`src/rtl/pio_host_master.sv`:
```
// pio_host_master: host command initiator for the PIO action/config interface.
// Optional boot-image replay from an external ROM when BOOT_ROM_EN is defined.
module pio_host_master #(
    parameter int BOOT_AW       = 6,
    parameter int SETTLE_CYCLES = 2
) (
    input  logic               clk,
    input  logic               reset,
    input  logic               cmd_valid,
    output logic               cmd_ready,
    input  logic [3:0]         cmd_action,
    input  logic [1:0]         cmd_mindex,
    input  logic [4:0]         cmd_index,
    input  logic [31:0]        cmd_data,
    output logic               rsp_valid,
    input  logic               rsp_ready,
    output logic [31:0]        rsp_data,
    output logic               rsp_err,
    output logic [3:0]         pio_action,
    output logic [1:0]         pio_mindex,
    output logic [4:0]         pio_index,
    output logic [31:0]        pio_din,
    input  logic [31:0]        pio_dout,
    input  logic [3:0]         pio_tx_full,
    input  logic [3:0]         pio_rx_empty,
    output logic [BOOT_AW-1:0] boot_addr,
    input  logic [43:0]        boot_data,
    output logic               boot_done
);
    localparam logic [3:0] ACT_PULL = 4'd3;
    localparam logic [3:0] ACT_PUSH = 4'd4;
    localparam int SW = (SETTLE_CYCLES < 2) ? 1 : $clog2(SETTLE_CYCLES);

    typedef enum logic [2:0] {
        BOOT_RD, BOOT_ISSUE, IDLE, WAIT, ISSUE, CAPTURE, SETTLE, RSP
    } state_t;

    function automatic logic act_is_valid(input logic [3:0] a);
        return (a != 4'd0) && (a <= 4'd10);
    endfunction

    state_t        state_reg, state_next, done_state;
    logic [3:0]    act_reg;
    logic [1:0]    mindex_reg;
    logic [4:0]    index_reg;
    logic [31:0]   data_reg;
    logic [SW-1:0] settle_cnt_reg;
    logic          accept, act_ok, flow_ok, booting, at_end;
    logic          cmd_ready_next, rsp_valid_next, rsp_err_next, boot_done_next;
    logic [31:0]   rsp_data_next, pio_din_next;
    logic [3:0]    pio_action_next;
    logic [1:0]    pio_mindex_next;
    logic [4:0]    pio_index_next;

`ifdef BOOT_ROM_EN
    localparam state_t RESET_STATE = BOOT_RD;
    logic last_reg;
    logic boot_act_ok, boot_at_end;

    assign booting        = !boot_done;
    assign at_end         = last_reg || (boot_addr == {BOOT_AW{1'b1}});
    assign boot_act_ok    = act_is_valid(boot_data[42:39]);
    assign boot_at_end    = boot_data[43] || (boot_addr == {BOOT_AW{1'b1}});
    assign boot_done_next = boot_done || (state_next == IDLE);

    always_ff @(posedge clk) begin
        if (reset) begin
            boot_addr <= '0;
            last_reg  <= 1'b0;
        end else begin
            if (state_next == BOOT_RD)
                boot_addr <= boot_addr + 1'b1;
            if (state_reg == BOOT_ISSUE)
                last_reg <= boot_data[43];
        end
    end
`else
    localparam state_t RESET_STATE = IDLE;
    logic unused_boot;

    assign booting        = 1'b0;
    assign at_end         = 1'b1;
    assign boot_done_next = 1'b1;
    assign boot_addr      = '0;
    assign unused_boot    = ^boot_data;
`endif

    assign accept  = (state_reg == IDLE) && cmd_valid && cmd_ready;
    assign act_ok  = act_is_valid(act_reg);
    assign flow_ok = (act_reg == ACT_PUSH) ? !pio_tx_full[mindex_reg] :
                     (act_reg == ACT_PULL) ? !pio_rx_empty[mindex_reg] : 1'b1;
    // Boot entries chain straight into the next ROM read instead of a host response.
    assign done_state = booting ? (at_end ? IDLE : BOOT_RD) : RSP;

    always_ff @(posedge clk) begin
        if (reset) begin
            state_reg      <= RESET_STATE;
            act_reg        <= '0;
            mindex_reg     <= '0;
            index_reg      <= '0;
            data_reg       <= '0;
            settle_cnt_reg <= '0;
            cmd_ready      <= 1'b0;
            rsp_valid      <= 1'b0;
            rsp_data       <= '0;
            rsp_err        <= 1'b0;
            pio_action     <= '0;
            pio_mindex     <= '0;
            pio_index      <= '0;
            pio_din        <= '0;
            boot_done      <= 1'b0;
        end else begin
            state_reg      <= state_next;
            settle_cnt_reg <= (state_reg == SETTLE) ? settle_cnt_reg + 1'b1 : '0;
            if (accept) begin
                act_reg    <= cmd_action;
                mindex_reg <= cmd_mindex;
                index_reg  <= cmd_index;
                data_reg   <= cmd_data;
            end
`ifdef BOOT_ROM_EN
            else if (state_reg == BOOT_ISSUE) begin
                act_reg    <= boot_data[42:39];
                mindex_reg <= boot_data[38:37];
                index_reg  <= boot_data[36:32];
                data_reg   <= boot_data[31:0];
            end
`endif
            cmd_ready  <= cmd_ready_next;
            rsp_valid  <= rsp_valid_next;
            rsp_data   <= rsp_data_next;
            rsp_err    <= rsp_err_next;
            pio_action <= pio_action_next;
            pio_mindex <= pio_mindex_next;
            pio_index  <= pio_index_next;
            pio_din    <= pio_din_next;
            boot_done  <= boot_done_next;
        end
    end

    always_comb begin
        state_next = state_reg;
        case (state_reg)
`ifdef BOOT_ROM_EN
            BOOT_RD:    state_next = BOOT_ISSUE;
            BOOT_ISSUE: begin
                if (boot_act_ok)
                    state_next = WAIT;
                else
                    state_next = boot_at_end ? IDLE : BOOT_RD;
            end
`endif
            IDLE:    if (accept) state_next = WAIT;
            WAIT: begin
                if (!act_ok)
                    state_next = RSP;
                else if (flow_ok)
                    state_next = ISSUE;
            end
            ISSUE: begin
                if (act_reg == ACT_PULL)
                    state_next = CAPTURE;
                else if (act_reg == ACT_PUSH && SETTLE_CYCLES > 0)
                    state_next = SETTLE;
                else
                    state_next = done_state;
            end
            CAPTURE: state_next = (SETTLE_CYCLES > 0) ? SETTLE : done_state;
            SETTLE:  if (settle_cnt_reg == SW'(SETTLE_CYCLES - 1)) state_next = done_state;
            RSP:     if (rsp_ready) state_next = IDLE;
            default: state_next = IDLE;
        endcase
    end

    // Output values are computed against state_next so the registered copy lines up with the state.
    always_comb begin
        cmd_ready_next  = (state_next == IDLE);
        rsp_valid_next  = (state_next == RSP);
        pio_action_next = 4'd0;
        pio_mindex_next = pio_mindex;
        pio_index_next  = pio_index;
        pio_din_next    = pio_din;
        rsp_data_next   = rsp_data;
        rsp_err_next    = rsp_err;
        if (state_next == ISSUE) begin
            pio_action_next = act_reg;
            pio_mindex_next = mindex_reg;
            pio_index_next  = index_reg;
            pio_din_next    = data_reg;
        end
        if (accept) begin
            rsp_data_next = '0;
            rsp_err_next  = 1'b0;
        end
        if (state_reg == CAPTURE && !booting)
            rsp_data_next = pio_dout;
        if (state_reg == WAIT && !act_ok)
            rsp_err_next = 1'b1;
    end
endmodule
```
`config.mk`:
```
export PLATFORM = sky130hd
export DESIGN_NAME = pio_host_master
export DESIGN_NICKNAME = d
export VERILOG_FILES = /design/src/rtl/pio_host_master.sv
export SDC_FILE = /design/constraint.sdc
export NUM_CORES = 1
export LEC_CHECK = 0
export ABC_AREA = 0
export CAP_MARGIN = 20
export CORE_MARGIN = 1.5
export CORE_UTILIZATION = 44
export DETAILED_ROUTE_END_ITERATION = 16
export PLACE_DENSITY_LB_ADDON = 0.2
export SLEW_MARGIN = 5
export SYNTH_ARGS = -nofsm -noshare
export SYNTH_HDL_FRONTEND = slang
export SYNTH_SLANG_ARGS = --single-unit
```
`constraint.sdc`:
```
create_clock -name clk -period 5.7 [get_ports clk]
set_input_delay 0.57 -clock clk [delete_from_list [all_inputs] [get_ports clk]]
set_output_delay 0.57 -clock clk [all_outputs]
set_load 0.1 [all_outputs]
```
==> results.yml, run 1 <==
min_path:
  holdPathStages: 1
  hp-class: "reg -> reg"
grt:
  grt_start_max_net_pins: 122
  initial_antenna_violation_count: 0
  grt_pass1_wl_um: 18600
  vias_in_the_first_global_route: 3879
  grt_util_all_layers: 0.212
  grt.overflow.total: 0
place:
  port_buffers: 165
  place.detailed.hpwl_um: 7360
  place_worst_setup_slack_ps: 3030
  gp_congestion: 0.814
sta:
  timing.final.setup_violations: 0
  clock-skew-final_ps: 9.76
  timing.final.crit_period_ps: 2630
  final_number_of_max_transition_violations: 0
  highest_clock_rate_mhz: 380
  hold-worst-slack_ps: 430
  final_min_period_over_clock_period: 0.462
  slew_headroom: 0.308
  final_critical_path_setup_slack_ps: 3070
  worst_pin_slew_ps: 1040
  final-hold-violation-count: 0
  setup_total_negative_slack_ps: 0
  setup_repair_after_global_routing_missed_its_margin: "no"
routing:
  postRouteAntennaNets: 0
  met3_length_um: 638
  avgRoutedWirePerCell_um: 14.5
  detail_route.drc_violations: 0
  drt_first_iter_violations: 182
  drt-vias-per-instance: 5.05
  highest_layer: "met4"
  routed_wl_um: 11900
  met2_wirelength_um: 5960
  met1_length_um: 5050
  via_count: 4154
  drtPass1Iterations: 5
cts:
  cts_setup_buffers: 0
  cts.hold.buffers_added: 0
  clock_tree_from_tritoncts: "built"
  clock_path_buffers: 2
  post_cts_resized: 0
  worst_skew_pair.late_latency_ps: 510
  ctsRootBufferMaster: "sky130_fd_sc_hd__clkbuf_8"
  ctsHtreeMaxLevel: 4
  worst_setup_hold_path_clk_slew_ps: 60
  cts.sink_count: 126
  numCtsBuffers: 17
critical_path:
  setup_crit_path_kind: "reg -> out"
  cp_num_buf_inv: 1
  worstPathCellList: "clkdlybuf4s50_1"
  worst-path-stages: 1
  critical_path_cell_with_the_highest_stage_delay: "sky130_fd_sc_hd__clkdlybuf4s50_1"
  path_max_fanout: 3
  worst_r2r_path_depth: 6
  timing.critical_path.arrival_ps: 2060
  crit_family: "buffers and inverters"
  cp-start-kind: "register"
  worst_setup_path_end_kind: "output port"
  critPathMaxStageDelay_ps: 1170
  cp_data_required_time_ps: 5130
layout:
  finalNetCount: 806
  antennaDiodeCount: 0
  area_delta_synth_final_pct: 50.1
  final_layout_size_suffix_gt1_frac: 0.0627
  commonest_non_fill_non_tap_cell_in_the_layout: "sky130_fd_sc_hd__clkdlybuf4s50_1"
  commonest_cells_after_routing_fill_and_taps_aside: "164 x sky130_fd_sc_hd__clkdlybuf4s50_1, 126 x sky130_fd_sc_hd__dfxtp_1, 124 x sky130_fd_sc_hd__nand2_1, 77 x sky130_fd_sc_hd__a21oi_1, 46 x sky130_fd_sc_hd__nor2_1"
yosys:
  mean_syn_cell_area_um2: 8.73
  syn-instance-count: 523
  synth_warnings: 0
  yosysUniqueCellTypes: 31
  synth-seq-cells: 126
  synth_seq_area_share: 0.552
  synth_cell_area_um2: 4570
power_and_ir_drop:
  power.ir.vdd_worst_uv: 167
  total_power_per_unit_cell_area_nw_per_um2: 337
  total_leakage_power_uw: 0.00272
floorplanning:
  die-width_um: 105
  die_footprint_um2: 11000
  io-pin-count: 216
  floorplan_die_height_um: 105
  core_area_um2: 10200
  initial_utilization: 0.448
  core.rowCount: 37
status:
  run_status: "complete, no violations"
job:
  drv.max_cap_violation_count: 0
## final timing paths
check            startpoint             end  slack, ps
max               cmd_ready       cmd_ready       3070
min          settle_cnt_reg  settle_cnt_reg        430
max reg2reg      act_reg[2]    pio_index[3]       3410
min reg2reg  settle_cnt_reg  settle_cnt_reg        430
## cell usage after synthesis
master | count | area, um2
sky130_fd_sc_hd__o32a_1 | 1 | 10.0
sky130_fd_sc_hd__buf_4 | 7 | 52.6
sky130_fd_sc_hd__buf_6 | 1 | 11.3
sky130_fd_sc_hd__nand4_1 | 1 | 6.26
sky130_fd_sc_hd__nand3_1 | 35 | 175
sky130_fd_sc_hd__nor3_2 | 1 | 10.0
sky130_fd_sc_hd__nor4b_1 | 1 | 8.76
sky130_fd_sc_hd__o21ai_0 | 1 | 5.00
sky130_fd_sc_hd__buf_2 | 2 | 10.0
sky130_fd_sc_hd__a21boi_0 | 2 | 15.0
sky130_fd_sc_hd__nor2b_1 | 1 | 6.26
sky130_fd_sc_hd__nand2b_1 | 1 | 6.26
sky130_fd_sc_hd__nand4b_1 | 1 | 8.76
sky130_fd_sc_hd__mux2i_1 | 40 | 400
sky130_fd_sc_hd__a22oi_2 | 1 | 12.5
sky130_fd_sc_hd__and2_1 | 1 | 6.26
sky130_fd_sc_hd__inv_1 | 3 | 11.3
sky130_fd_sc_hd__a31oi_1 | 1 | 6.26
sky130_fd_sc_hd__conb_1 | 1 | 3.75
sky130_fd_sc_hd__and3_1 | 5 | 31.3
sky130_fd_sc_hd__nor4_1 | 2 | 12.5
sky130_fd_sc_hd__dfxtp_1 | 126 | 2520
sky130_fd_sc_hd__nor3b_1 | 2 | 15.0
sky130_fd_sc_hd__a21oi_1 | 77 | 385
sky130_fd_sc_hd__nand2_1 | 124 | 465
sky130_fd_sc_hd__a21o_1 | 1 | 7.51
sky130_fd_sc_hd__or2_2 | 1 | 6.26
sky130_fd_sc_hd__nor4bb_1 | 1 | 10.0
sky130_fd_sc_hd__nor2_1 | 47 | 176
sky130_fd_sc_hd__clkbuf_1 | 33 | 124
sky130_fd_sc_hd__mux4_2 | 2 | 45.0
## cell type report
class                           instances  area (um2)
Timing Repair Buffer                  171        1750
Multi-Input combinational cell        356        1860
Clock inverter                         11        95.1
Inverter                                3        11.3
Clock buffer                           19         442
Tap cell                              136         170
Fill cell                             860        3330
Sequential cell                       126        2520
## per-layer routing
metal | up-vias | global-route usage
li1 | 2035 | -
met1 | 1968 | 0.250
met2 | 131 | 0.362
met3 | 20 | 0.0568
met4 | 0 | 0.0881
met5 | - | 0
## logic make-up after synthesis
group	count (synthesis)	share of synthesized area
AND/OR/NAND/NOR	224	0.207
flip-flops	126	0.552
AO/OA/AOI/OAI	84	0.0967
buffers and inverters	46	0.0458
multiplexers	42	0.0975
other	1	0.000821
## power by group
part / internal, uW / switching [uW] / total, uW
registers: 932 / 39.0 / 971
clock network: 592 / 370 / 961
logic: 138 / 239 / 377
total: 1660 / 648 / 2310
## stage by stage
stage | std cells | instance area (um2) | total power [uW] | util
2_1_floorplan | 528 | 4590 | 1230 | -
6_report | 822 | 6860 | 2310 | 0.673
5_1_grt | 822 | 6860 | 2410 | 0.673
3_3_place_gp | 789 | 6240 | 1350 | 0.612
3_5_place_dp | 790 | 6260 | 1360 | 0.615
4_1_cts | 820 | 6800 | 2320 | 0.668
No activity file was read; power rests on OpenSTA's default activity.
==> run 2: changes to the inputs <==
- CORE_UTILIZATION: 44 -> 37
- clock period: 5.7 -> 2.4 ns (I/O delays scaled with it)
==> run 2 against run 1 <==
  * Global-route usage down 3.2 points
  * Die area grew 18%
  * Register-to-register slack worse by 3100 ps
  * Non-clock buffer count grew 4
  * Sequential share of layout area up 0.70 points
  * Via count fell by 2.8%
  * Sequential cell count did not move
  * Worst hold slack lost 91 ps
  * Largest power group is now clock
  * Clock power grew to 2.7 times the previous value
  * Worst setup slack worse by 2700 ps
==> results.yml, run 2 (synthesis results as in run 1) <==
critical_path:
  cp_data_required_time_ps: 2660
  critPathMaxStageDelay_ps: 540
  timing.critical_path.arrival_ps: 2320
  path_max_fanout: 39
  cp-start-kind: "register"
  worst_setup_path_end_kind: "register"
  critical_path_cell_with_the_highest_stage_delay: "sky130_fd_sc_hd__mux4_2"
  setup_crit_path_kind: "reg -> reg"
  crit_family: "multiplexers"
  cp_num_buf_inv: 1
  worstPathCellList: "mux4_2 > a22oi_2 > nand4_1 > buf_12 > mux2i_1 > nor2_1"
layout:
  antennaDiodeCount: 0
  seqCellArea_um2: 2520
  total_area_of_multi_input_combinational_cells_um2: 1860
  final_layout_size_suffix_gt1_frac: 0.180
  area_delta_synth_final_pct: 47.3
  filler_cell_count: 1103
  final_util: 0.560
  finalNetCount: 810
  commonest_non_fill_non_tap_cell_in_the_layout: "sky130_fd_sc_hd__dfxtp_1"
  commonest_cells_after_routing_fill_and_taps_aside: "126 x sky130_fd_sc_hd__dfxtp_1, 124 x sky130_fd_sc_hd__nand2_1, 88 x sky130_fd_sc_hd__buf_4, 85 x sky130_fd_sc_hd__clkdlybuf4s50_1, 77 x sky130_fd_sc_hd__a21oi_1"
sta:
  setup_total_negative_slack_ps: 0
  final_number_of_max_transition_violations: 0
  final_critical_path_setup_slack_ps: 346
  clock-skew-final_ps: 6.55
  hold-worst-slack_ps: 338
  final-hold-violation-count: 0
  worst_pin_slew_ps: 642
  timing.final.crit_period_ps: 2050
  timing.final.setup_violations: 0
  setup_repair_after_global_routing_missed_its_margin: "no"
  final_min_period_over_clock_period: 0.856
  highest_clock_rate_mhz: 487
  slew_headroom: 0.572
cts:
  worst_setup_hold_path_clk_slew_ps: 50
  numCtsBuffers: 17
  cts.hold.buffers_added: 0
  cts.sink_count: 126
  cts_setup_buffers: 0
  post_cts_resized: 0
  clock_tree_from_tritoncts: "built"
  worst_skew_pair.late_latency_ps: 410
  ctsRootBufferMaster: "sky130_fd_sc_hd__clkbuf_16"
  clock_path_buffers: 2
  ctsHtreeMaxLevel: 4
grt:
  initial_antenna_violation_count: 1
  grt_util_all_layers: 0.180
  grt.overflow.total: 0
  vias_in_the_first_global_route: 3814
  grt_pass1_wl_um: 18000
  grt_start_max_net_pins: 62
power_and_ir_drop:
  totalPowerFinal_uw: 5770
  total_power_per_unit_cell_area_nw_per_um2: 858
  power.ir.vdd_worst_uv: 467
  total_leakage_power_uw: 0.00292
routing:
  detail_route.drc_violations: 0
  routed_wl_um: 11500
  drt_first_iter_violations: 216
  via_count: 4036
  drt-vias-per-instance: 4.82
  postRouteAntennaNets: 0
  drtPass1Iterations: 4
  avgRoutedWirePerCell_um: 13.8
floorplanning:
  die_footprint_um2: 13000
  floorplan_die_height_um: 114
  die-width_um: 114
  core_area_um2: 12000
  io-pin-count: 216
  core.rowCount: 40
  initial_utilization: 0.380
place:
  place_worst_setup_slack_ps: 148
  gp_congestion: 0.774
  place.detailed.hpwl_um: 7680
  port_buffers: 165
status:
  run_status: "complete, no violations"
min_path:
  hp-class: "in -> reg"
job:
  drv.max_cap_violation_count: 0
-- run 2: changes by cell type in the layout (fill, tap and decap cells not counted) --
cell and delta:
sky130_fd_sc_hd__buf_12 +2, sky130_fd_sc_hd__buf_16 -3, sky130_fd_sc_hd__buf_4 +84, sky130_fd_sc_hd__bufinv_16 +2
sky130_fd_sc_hd__clkbuf_1 +2, sky130_fd_sc_hd__clkbuf_16 +1, sky130_fd_sc_hd__clkbuf_8 +1, sky130_fd_sc_hd__clkdlybuf4s50_1 -79
sky130_fd_sc_hd__clkinv_2 -1, sky130_fd_sc_hd__clkinv_4 -2, sky130_fd_sc_hd__clkinvlp_4 -3
-- run 2: per-layer routing --
layer	global-route usage	part of all wire	up-vias
li1	-	-	2033
met1	0.205	0.42	1877
met2	0.299	0.49	112
met3	0.0662	0.073	14
met4	0.0842	0.020	0
met5	0	0	-
-- run 2: final timing paths --
kind,from,end,slack [ps],depth (start not counted)
max,mindex_reg[0],pio_din[24],350,6
min,reset,pio_din[5],340,2
max reg2reg,mindex_reg[0],pio_din[24],350,6
min reg2reg,settle_cnt_reg,settle_cnt_reg,450,1
-- run 2: cell type report --
| type | instances | area share |
|---|---|---|
| multi-input combinational | 356 | 0.277 |
| clock inverter | 7 | 0.0164 |
| timing repair buffer | 175 | 0.231 |
| tap | 147 | 0.0273 |
| clock buffer | 23 | 0.0725 |
| sequential | 126 | 0.375 |
| inverter | 3 | 0.00167 |
-- run 2: report_power, final --
part           internal (uW)  leakage, uW  switching [uW]
clock                   1720     0.000299             849
sequential              2210      0.00102            88.6
combinational            341      0.00161             556
total                   4280      0.00292            1490
-- run 2: through the flow --
stage                     instances  instance area (um2)
after global placement          807                 6130
after CTS                       837                 6730
after floorplan                 528                 4590
after global routing            837                 6730
after detailed placement        807                 6130
final                           837                 6730
-- run 2: worst reg2reg max path: stages, from the launching register on --
cell and delay, ps:
sky130_fd_sc_hd__dfxtp_1 410, sky130_fd_sc_hd__mux4_2 540, sky130_fd_sc_hd__a22oi_2 240, sky130_fd_sc_hd__nand4_1 170, sky130_fd_sc_hd__buf_12 260, sky130_fd_sc_hd__mux2i_1 230, sky130_fd_sc_hd__nor2_1 60
